<file path="src/rtl/i2c_target_rx.sv">
// I2C write-only target: oversampled SCL/SDA, START/STOP detect, 7-bit address match, ACK drive, byte strobes.
// Latency: rx_valid rises 2 clk after the synchronized 8th SCL rise of a data byte is first seen.
// Backpressure: none; every matched data byte is ACKed. Define I2C_TARGET_GCALL_EN to also accept general call (7'h00, W).
module i2c_target_rx #(
    parameter logic [6:0] TARGET_ADDR = 7'h50,
    parameter int         SYNC_STAGES = 2
) (
    input  logic       clk,
    input  logic       reset,
    input  logic       scl_in,
    input  logic       sda_in,
    output logic       sda_oe,
    output logic [7:0] rx_data,
    output logic       rx_valid,
    output logic       rx_first,
    output logic       busy,
    output logic       stop_det
);

    typedef enum logic [2:0] {
        S_IDLE,
        S_ADDR,
        S_ADDR_ACK,
        S_DATA,
        S_DATA_ACK,
        S_IGNORE
    } state_t;

    logic [SYNC_STAGES-1:0] scl_sync_q, sda_sync_q;
    logic                   scl_hist_q, sda_hist_q;
    logic                   scl_s, sda_s;
    logic                   scl_rise, scl_fall, start_det, stop_seen;

    state_t     state_q, state_d;
    logic [2:0] bit_cnt_q, bit_cnt_d;
    logic [7:0] shift_q, shift_d;
    logic       oe_q, oe_d;
    logic       busy_q, busy_d;
    logic       first_q, first_d;
    logic       pend_q, pend_d;
    logic       pend_first_q, pend_first_d;
    logic       stop_det_q, stop_det_d;
    logic [7:0] rx_data_q;
    logic       rx_valid_q, rx_first_q;

    logic [7:0] byte_nx;
    logic       addr_ok;

    // Synchronize pad inputs and keep one history flop; reset to the idle-bus level so no false edges appear.
    always_ff @(posedge clk) begin
        if (reset) begin
            scl_sync_q <= '1;
            sda_sync_q <= '1;
            scl_hist_q <= 1'b1;
            sda_hist_q <= 1'b1;
        end else begin
            scl_sync_q <= {scl_sync_q[SYNC_STAGES-2:0], scl_in};
            sda_sync_q <= {sda_sync_q[SYNC_STAGES-2:0], sda_in};
            scl_hist_q <= scl_s;
            sda_hist_q <= sda_s;
        end
    end

    assign scl_s     = scl_sync_q[SYNC_STAGES-1];
    assign sda_s     = sda_sync_q[SYNC_STAGES-1];
    assign scl_rise  = scl_s & ~scl_hist_q;
    assign scl_fall  = ~scl_s & scl_hist_q;
    assign start_det = scl_s & scl_hist_q & sda_hist_q & ~sda_s;
    assign stop_seen = scl_s & scl_hist_q & ~sda_hist_q & sda_s;
    assign byte_nx   = {shift_q[6:0], sda_s};

    // Address acceptance: write to our address (and general call when enabled).
    always_comb begin
`ifdef I2C_TARGET_GCALL_EN
        addr_ok = ~byte_nx[0] & ((byte_nx[7:1] == TARGET_ADDR) | (byte_nx[7:1] == 7'h00));
`else
        addr_ok = ~byte_nx[0] & (byte_nx[7:1] == TARGET_ADDR);
`endif
    end

    // Protocol state register.
    always_ff @(posedge clk) begin
        if (reset) begin
            state_q      <= S_IDLE;
            bit_cnt_q    <= 3'd0;
            shift_q      <= 8'h00;
            oe_q         <= 1'b0;
            busy_q       <= 1'b0;
            first_q      <= 1'b0;
            pend_q       <= 1'b0;
            pend_first_q <= 1'b0;
            stop_det_q   <= 1'b0;
        end else begin
            state_q      <= state_d;
            bit_cnt_q    <= bit_cnt_d;
            shift_q      <= shift_d;
            oe_q         <= oe_d;
            busy_q       <= busy_d;
            first_q      <= first_d;
            pend_q       <= pend_d;
            pend_first_q <= pend_first_d;
            stop_det_q   <= stop_det_d;
        end
    end

    // Next state: START/STOP win over bit sampling; ACK drive only moves on SCL falls.
    always_comb begin
        state_d      = state_q;
        bit_cnt_d    = bit_cnt_q;
        shift_d      = shift_q;
        oe_d         = oe_q;
        busy_d       = busy_q;
        first_d      = first_q;
        pend_d       = 1'b0;
        pend_first_d = 1'b0;
        stop_det_d   = 1'b0;
        if (stop_seen) begin
            state_d    = S_IDLE;
            oe_d       = 1'b0;
            busy_d     = 1'b0;
            bit_cnt_d  = 3'd0;
            first_d    = 1'b0;
            stop_det_d = 1'b1;
        end else if (start_det) begin
            state_d   = S_ADDR;
            oe_d      = 1'b0;
            busy_d    = 1'b0;
            bit_cnt_d = 3'd0;
            first_d   = 1'b0;
        end else begin
            case (state_q)
                S_ADDR: begin
                    if (scl_rise) begin
                        shift_d = byte_nx;
                        if (bit_cnt_q == 3'd7) begin
                            bit_cnt_d = 3'd0;
                            if (addr_ok) begin
                                state_d = S_ADDR_ACK;
                                busy_d  = 1'b1;
                            end else begin
                                state_d = S_IGNORE;
                            end
                        end else begin
                            bit_cnt_d = bit_cnt_q + 3'd1;
                        end
                    end
                end
                S_ADDR_ACK, S_DATA_ACK: begin
                    if (scl_fall) begin
                        if (!oe_q) begin
                            oe_d = 1'b1;
                        end else begin
                            oe_d      = 1'b0;
                            state_d   = S_DATA;
                            bit_cnt_d = 3'd0;
                            if (state_q == S_ADDR_ACK) first_d = 1'b1;
                        end
                    end
                end
                S_DATA: begin
                    if (scl_rise) begin
                        shift_d = byte_nx;
                        if (bit_cnt_q == 3'd7) begin
                            bit_cnt_d    = 3'd0;
                            pend_d       = 1'b1;
                            pend_first_d = first_q;
                            first_d      = 1'b0;
                            state_d      = S_DATA_ACK;
                        end else begin
                            bit_cnt_d = bit_cnt_q + 3'd1;
                        end
                    end
                end
                S_IGNORE: oe_d = 1'b0;
                default: ;
            endcase
        end
    end

    // Deliver a completed byte one cycle after it was assembled.
    always_ff @(posedge clk) begin
        if (reset) begin
            rx_data_q  <= 8'h00;
            rx_valid_q <= 1'b0;
            rx_first_q <= 1'b0;
        end else begin
            rx_valid_q <= pend_q;
            if (pend_q) begin
                rx_data_q  <= shift_q;
                rx_first_q <= pend_first_q;
            end
        end
    end

    // Reset releases the bus in the same cycle it is asserted.
    assign sda_oe   = oe_q & ~reset;
    assign rx_data  = rx_data_q;
    assign rx_valid = rx_valid_q;
    assign rx_first = rx_first_q;
    assign busy     = busy_q;
    assign stop_det = stop_det_q;

endmodule

</file>
<file path="config.mk">
export PLATFORM = sky130hd
export DESIGN_NAME = i2c_target_rx
export DESIGN_NICKNAME = d
export VERILOG_FILES = /design/src/rtl/i2c_target_rx.sv
export SDC_FILE = /design/constraint.sdc
export NUM_CORES = 1
export LEC_CHECK = 0
export CORE_MARGIN = 2
export CORE_UTILIZATION = 45
export DETAILED_ROUTE_END_ITERATION = 10
export PLACE_DENSITY = 0.69
export SYNTH_ARGS = -nofsm -noshare
export SYNTH_HDL_FRONTEND = slang
export SYNTH_SLANG_ARGS = --single-unit
</file>
<file path="constraint.sdc">
create_clock -name clk -period 1.5 [get_ports clk]
set_input_delay 0.15 -clock clk [delete_from_list [all_inputs] [get_ports clk]]
set_output_delay 0.15 -clock clk [all_outputs]
set_load 0.02 [all_outputs]
</file>
* After elaboration in Yosys (flattened, before gate mapping) *
Cells that the tools add are included.

operators by class
  add/subtract/negate cells = 1
  mux-type cells = 25
  equality and inequality tests = 21
  reductions and logical operators = 18
  bitwise gates (word level) = 19

operators with widths
  operator                                       number
  two-way mux 3 bit                              11
  inequality test 3 bit, second input constant   6
  inequality test 2 bit, second input constant   7
  AND reduction 7 bit                            2
  AND reduction 4 bit                            3
  two-way mux 1 bit                              10
  inverter 1 bit                                 10
  AND 1 bit                                      9
  == test 3 bit, second input constant           3
  case mux 3 bit (3 select lines)                1
  == test 7 bit, second input constant           1
  == test 3 x 2 -> 1 bit, second input constant  2
  case mux 3 bit (2 select lines)                1
  AND reduction 6 bit                            1
  nonzero test 2 bit                             3
  OR reduction 2 bit                             3
  OR reduction 6 bit                             1
  OR reduction 5 bit                             1
  case mux 1 bit (2 select lines)                2
  nonzero test 4 bit                             1
  adder 3 x 1 -> 3 bit, second input constant    1
  == test 3 x 1 -> 1 bit, second input constant  1
  nonzero test 3 bit                             1
  OR reduction 3 bit                             1
  2 further kinds                                2

storage, ports and cells
  register bits = 36
  logic and storage cells = 101
  output and inout bits = 13
  bits of input ports = 4

* Logic depth before layout (Yosys ltp) *
  depth in word-level cells = 7
  mapped depth = 7

* Worst setup path after synthesis *
Ideal clock, no wire load.

  path type = register to register
  start point = register bit_cnt_q[0]
  end point = register state_q[0]
  library setup time = 0.078 ns
  data required time = 1.422 ns
  slack = -0.066 ns
  data arrival time = 1.489 ns
  buffers on the path = 0
  stages on the path, launching flop included = 8
  cell sequence = dfxtp_1 ha_1 ha_1 nor2b_1 a21oi_1 o32ai_1 mux2_2 nor3_1

between the ends
  word-level cells in the longest chain between the ends = 3
  elaborated cells between the ends (all ways) = 4

RTL lines
  item                                    RTL line  text
  start, declared                         35        logic [2:0] bit_cnt_q, bit_cnt_d;
  start signal, assigned                  95        bit_cnt_q <= bit_cnt_d;
  == test 3 bit *                         135, 163
  inequality test 3 bit (no source line)  -
  AND reduction 7 bit (no source line) *  -
  end signal, assigned                    94        state_q <= state_d;
  end, declared                           34        state_t state_q, state_d;

Every way passes the cells marked *; elsewhere a longest branch is shown, timed or not.
A chain may end at the register's enable or synchronous reset.

* Worst setup path in the final report *
  start point = register state_q[0]
  end point = register state_q[2]

between the ends
  word-level cells in the longest chain between the ends = 4
  elaborated cells between the ends (all ways) = 14

RTL lines
  item                                                                          RTL line  text
  == test 3 x 2 -> 1 bit or == test 3 bit (tied branches)                       131       case (state_q)
  OR reduction 2 bit                                                            131
  inequality test 2 bit (no source line) or nonzero test 3 bit (tied branches)  -
  AND reduction 7 bit (no source line)                                          -

Several ways; a longest one is shown, not always the timed one.

==> run summary <==
status -> finished with violations
violated checks -> negative setup slack
Row Count -> 20
worst slew pin tran -> 569 ps
Filler cells -> 253
Core Region -> 3080 µm²
Die Y -> 61.3 µm
Clock Sinks -> 36
Final setup violation count -> 6
Setup crit end kind -> flip-flop
pin count of the biggest net entering global routing -> 19
R2R Setup Slk -> -110 ps
I/O pin count -> 17
max-slew violation count -> 0
Sequential Power Share -> 56.0%
fin crit period -> 1610 ps
hold wc startpoint -> sda_in
Power Density -> 821 nW/µm²
footprint of the multi-input gates -> 832 µm²
final std cells w/o fill -> 240
DRC viols -> 0
Reg clk slew, reported paths -> 110 ps
r2r endpoint -> state_q[2]$_SDFFE_PP0P_
nets -> 201
Die X -> 61.3 µm
number of diodes -> 0
first-pass GRT wire length -> 5230 µm
Post-synth ARST share -> 0%
crit share post-route -> 107%
Pleak -> 0.832 nW
Cell variety after synth -> 37
synth warn -> 0
Num CTS Buffers -> 5
Max stage delay on crit path -> 430 ps
switching part of the total power -> 21.4%
Max-Cap Viols -> 0
maximum VDD drop -> 0.608 mV
clock root cell -> clkbuf_4
Vias/cell -> 5.00
register bit count reported by yosys -> 36
Starting Density -> 47.9%
Register Area -> 729 µm²
drt pass-1 iters -> 4
maximum fanout along the worst path -> 7
vias in the first global route -> 1172
worst reg-to-reg path cell count -> 6
Tot Pwr -> 1.73 mW
number of flops mapped to enable cells by yosys -> 0
critical-path cell list -> buf_4, nand4bb_4, nor2_4, o32ai_4, or4_4, a21oi_2
RSZ-0062 raised after global routing -> true
fin worst setup slack -> -111 ps
startpoint type of the worst setup path -> flip-flop
clock latency on the worst-skew pair -> 350 ps
placed insts -> 229
Min Hold Slack -> 370 ps
Post-Route WL -> 3140 µm
ys flop type -> dfxtp_1
Synth area leader -> dfxtp_1
CTS tree -> yes
critical path class -> flip-flop to flip-flop
synth top area cells -> dfxtp_1, mux2i_1, nor2_1
Worst slew margin -> 62.0%
Hold Path Sink -> sda_sync_q[0]$_SDFF_PP1_
post-route design area -> 2110 µm²
routability congestion estimate -> 0.955
Seq/Total Area, Yosys -> 48.9%
Synth top area share -> 48.9%
via count -> 1201
Post-Syn Nets -> 156
Pint -> 1.36 mW
CTS max path bufs -> 2
initial drt markers -> 36
fraction of layout cells with a size suffix above 1 -> 35.7%
area grow syn2layout -> 43.0%
synth cell count leaders -> dfxtp_1, nor2_1, mux2i_1, a21oi_1
total congestion overflow -> 0
remaining antenna violation count after routing -> 0
Die Footprint -> 3750 µm²
Synth Cell Area -> 1480 µm²
worst path required time -> 1790 ps
GRT Util Overall -> 19.5%
Hold Vio Cnt, Final -> 0
Routed WL per cell -> 13.1 µm
initial antenna violation count -> 0
Worst R2R Start -> state_q[0]$_SDFFE_PP0P_
gate count of the mapped netlist -> 150
Clock power frac -> 38.8%
H-tree Lvls -> 2
IO Port Bufs -> 16
post-DP HPWL -> 2190 µm
highest-delay cell along the critical path -> or4_4
Avg Cell Area, Syn -> 9.83 µm²
Peak Freq -> 621 MHz
Hold Crit Depth -> 2
cell with the most instances after synthesis -> dfxtp_1
Psw -> 371 µW
Placement Setup Slack -> -168 ps
Area after DPL -> 1890 µm²
Min-Delay Path Class -> primary input to flip-flop
logic gate share of total power -> 5.2%
clk_skew -> 15.3 ps
Arr. time, crit path -> 1900 ps
[power groups by stage]
stage                     clock, mW  combinational [mW]  sequential (mW)
after floorplan                   0              0.0444            0.991
after global placement            0              0.0764            0.991
after detailed placement          0              0.0776            0.992
after CTS                     0.686              0.0859            0.971
after global routing          0.728              0.0972            0.972
final                         0.671              0.0904            0.971
[sequential cells by signal, indices dropped and copies added, names as in the netlist, 2 cells and up]
signal	flops
scl_sync_q	2
rx_data	8
state_q	3
bit_cnt_q	3
shift_q	8
sda_sync_q	2
[worst max-delay path, delay by kind of cell, from the launching register on]
kind,cells,cell delay (ps)
AND/OR/NAND/NOR,3,830
flip-flops,1,340
AO/OA/AOI/OAI,2,240
buffers and inverters,1,160
[how the worst max path moves through the flow]
stage	startpoint	depth (start not counted)	end	slack, ps
2_1_floorplan	state_q[0]$_SDFFE_PP0P_	6	bit_cnt_q[1]$_SDFFE_PP0P_	4
3_3_place_gp	state_q[2]$_SDFFE_PP0P_	5	bit_cnt_q[1]$_SDFFE_PP0P_	-110
3_5_place_dp	state_q[2]$_SDFFE_PP0P_	5	state_q[2]$_SDFFE_PP0P_	-170
4_1_cts	bit_cnt_q[1]$_SDFFE_PP0P_	7	state_q[2]$_SDFFE_PP0P_	-90
5_1_grt	state_q[0]$_SDFFE_PP0P_	6	bit_cnt_q[1]$_SDFFE_PP0P_	-210
6_report	state_q[0]$_SDFFE_PP0P_	6	state_q[2]$_SDFFE_PP0P_	-110
[per-layer routing]
layer / track usage [%] / part of all wire (%) / vias up / wire [µm]
li1: - / - / 610 / -
met1: 23.5 / 46 / 560 / 1440
met2: 30.7 / 48 / 24 / 1500
met3: 5.04 / 4.0 / 7 / 127
met4: 13.0 / 2.2 / 0 / 70
met5: 0 / 0 / - / 0
[metrics by stage]
step / util, % / setup TNS [ps]
final: 68.5 / -382
after global routing: 68.5 / -1400
after CTS: 65.8 / -248
after detailed placement: 61.4 / -669
after global placement: 61.4 / -289
after floorplan: - / 0
[final cells by class]
type                       instances  area share (%)
clock buffer                       6            1.96
inverter                           1           0.178
sequential                        36            34.6
clock inverter                     2            1.66
tap                               44            2.61
multi-input combinational        105            39.4
timing repair buffer              46            19.6
[cells in the final DEF (no fill, tap or decap), types with 3 or more instances in the layout]
| cell type | instances |
|---|---|
| a21oi_1 | 3 |
| a21oi_2 | 5 |
| buf_4 | 28 |
| clkbuf_4 | 5 |
| clkdlybuf4s50_1 | 10 |
| dfxtp_1 | 29 |
| dfxtp_2 | 7 |
| dlymetal6s2s_1 | 5 |
| mux2i_1 | 17 |
| nand2_1 | 6 |
| nand2b_1 | 4 |
| nor2_1 | 21 |
| nor2_2 | 3 |
| nor2b_1 | 5 |
| nor3_1 | 3 |
| or2_2 | 6 |
[kinds of logic after synthesis]
logic type,synth area share (%)
compound gates,8.91
xor+xnor,1.19
fa+ha+maj,1.70
buf+inv,2.63
flops,48.9
mux,12.3
simple gates,24.4
[what timing repair did]
item | in CTS | in global routing
setup endpoints to repair | 10 | 21
resized for setup | 9 | 23
hold buffers | 0 | 0
buffers inserted | 3 | 1
pin swaps | 7 | 6
(Power assumes the default switching activity.)
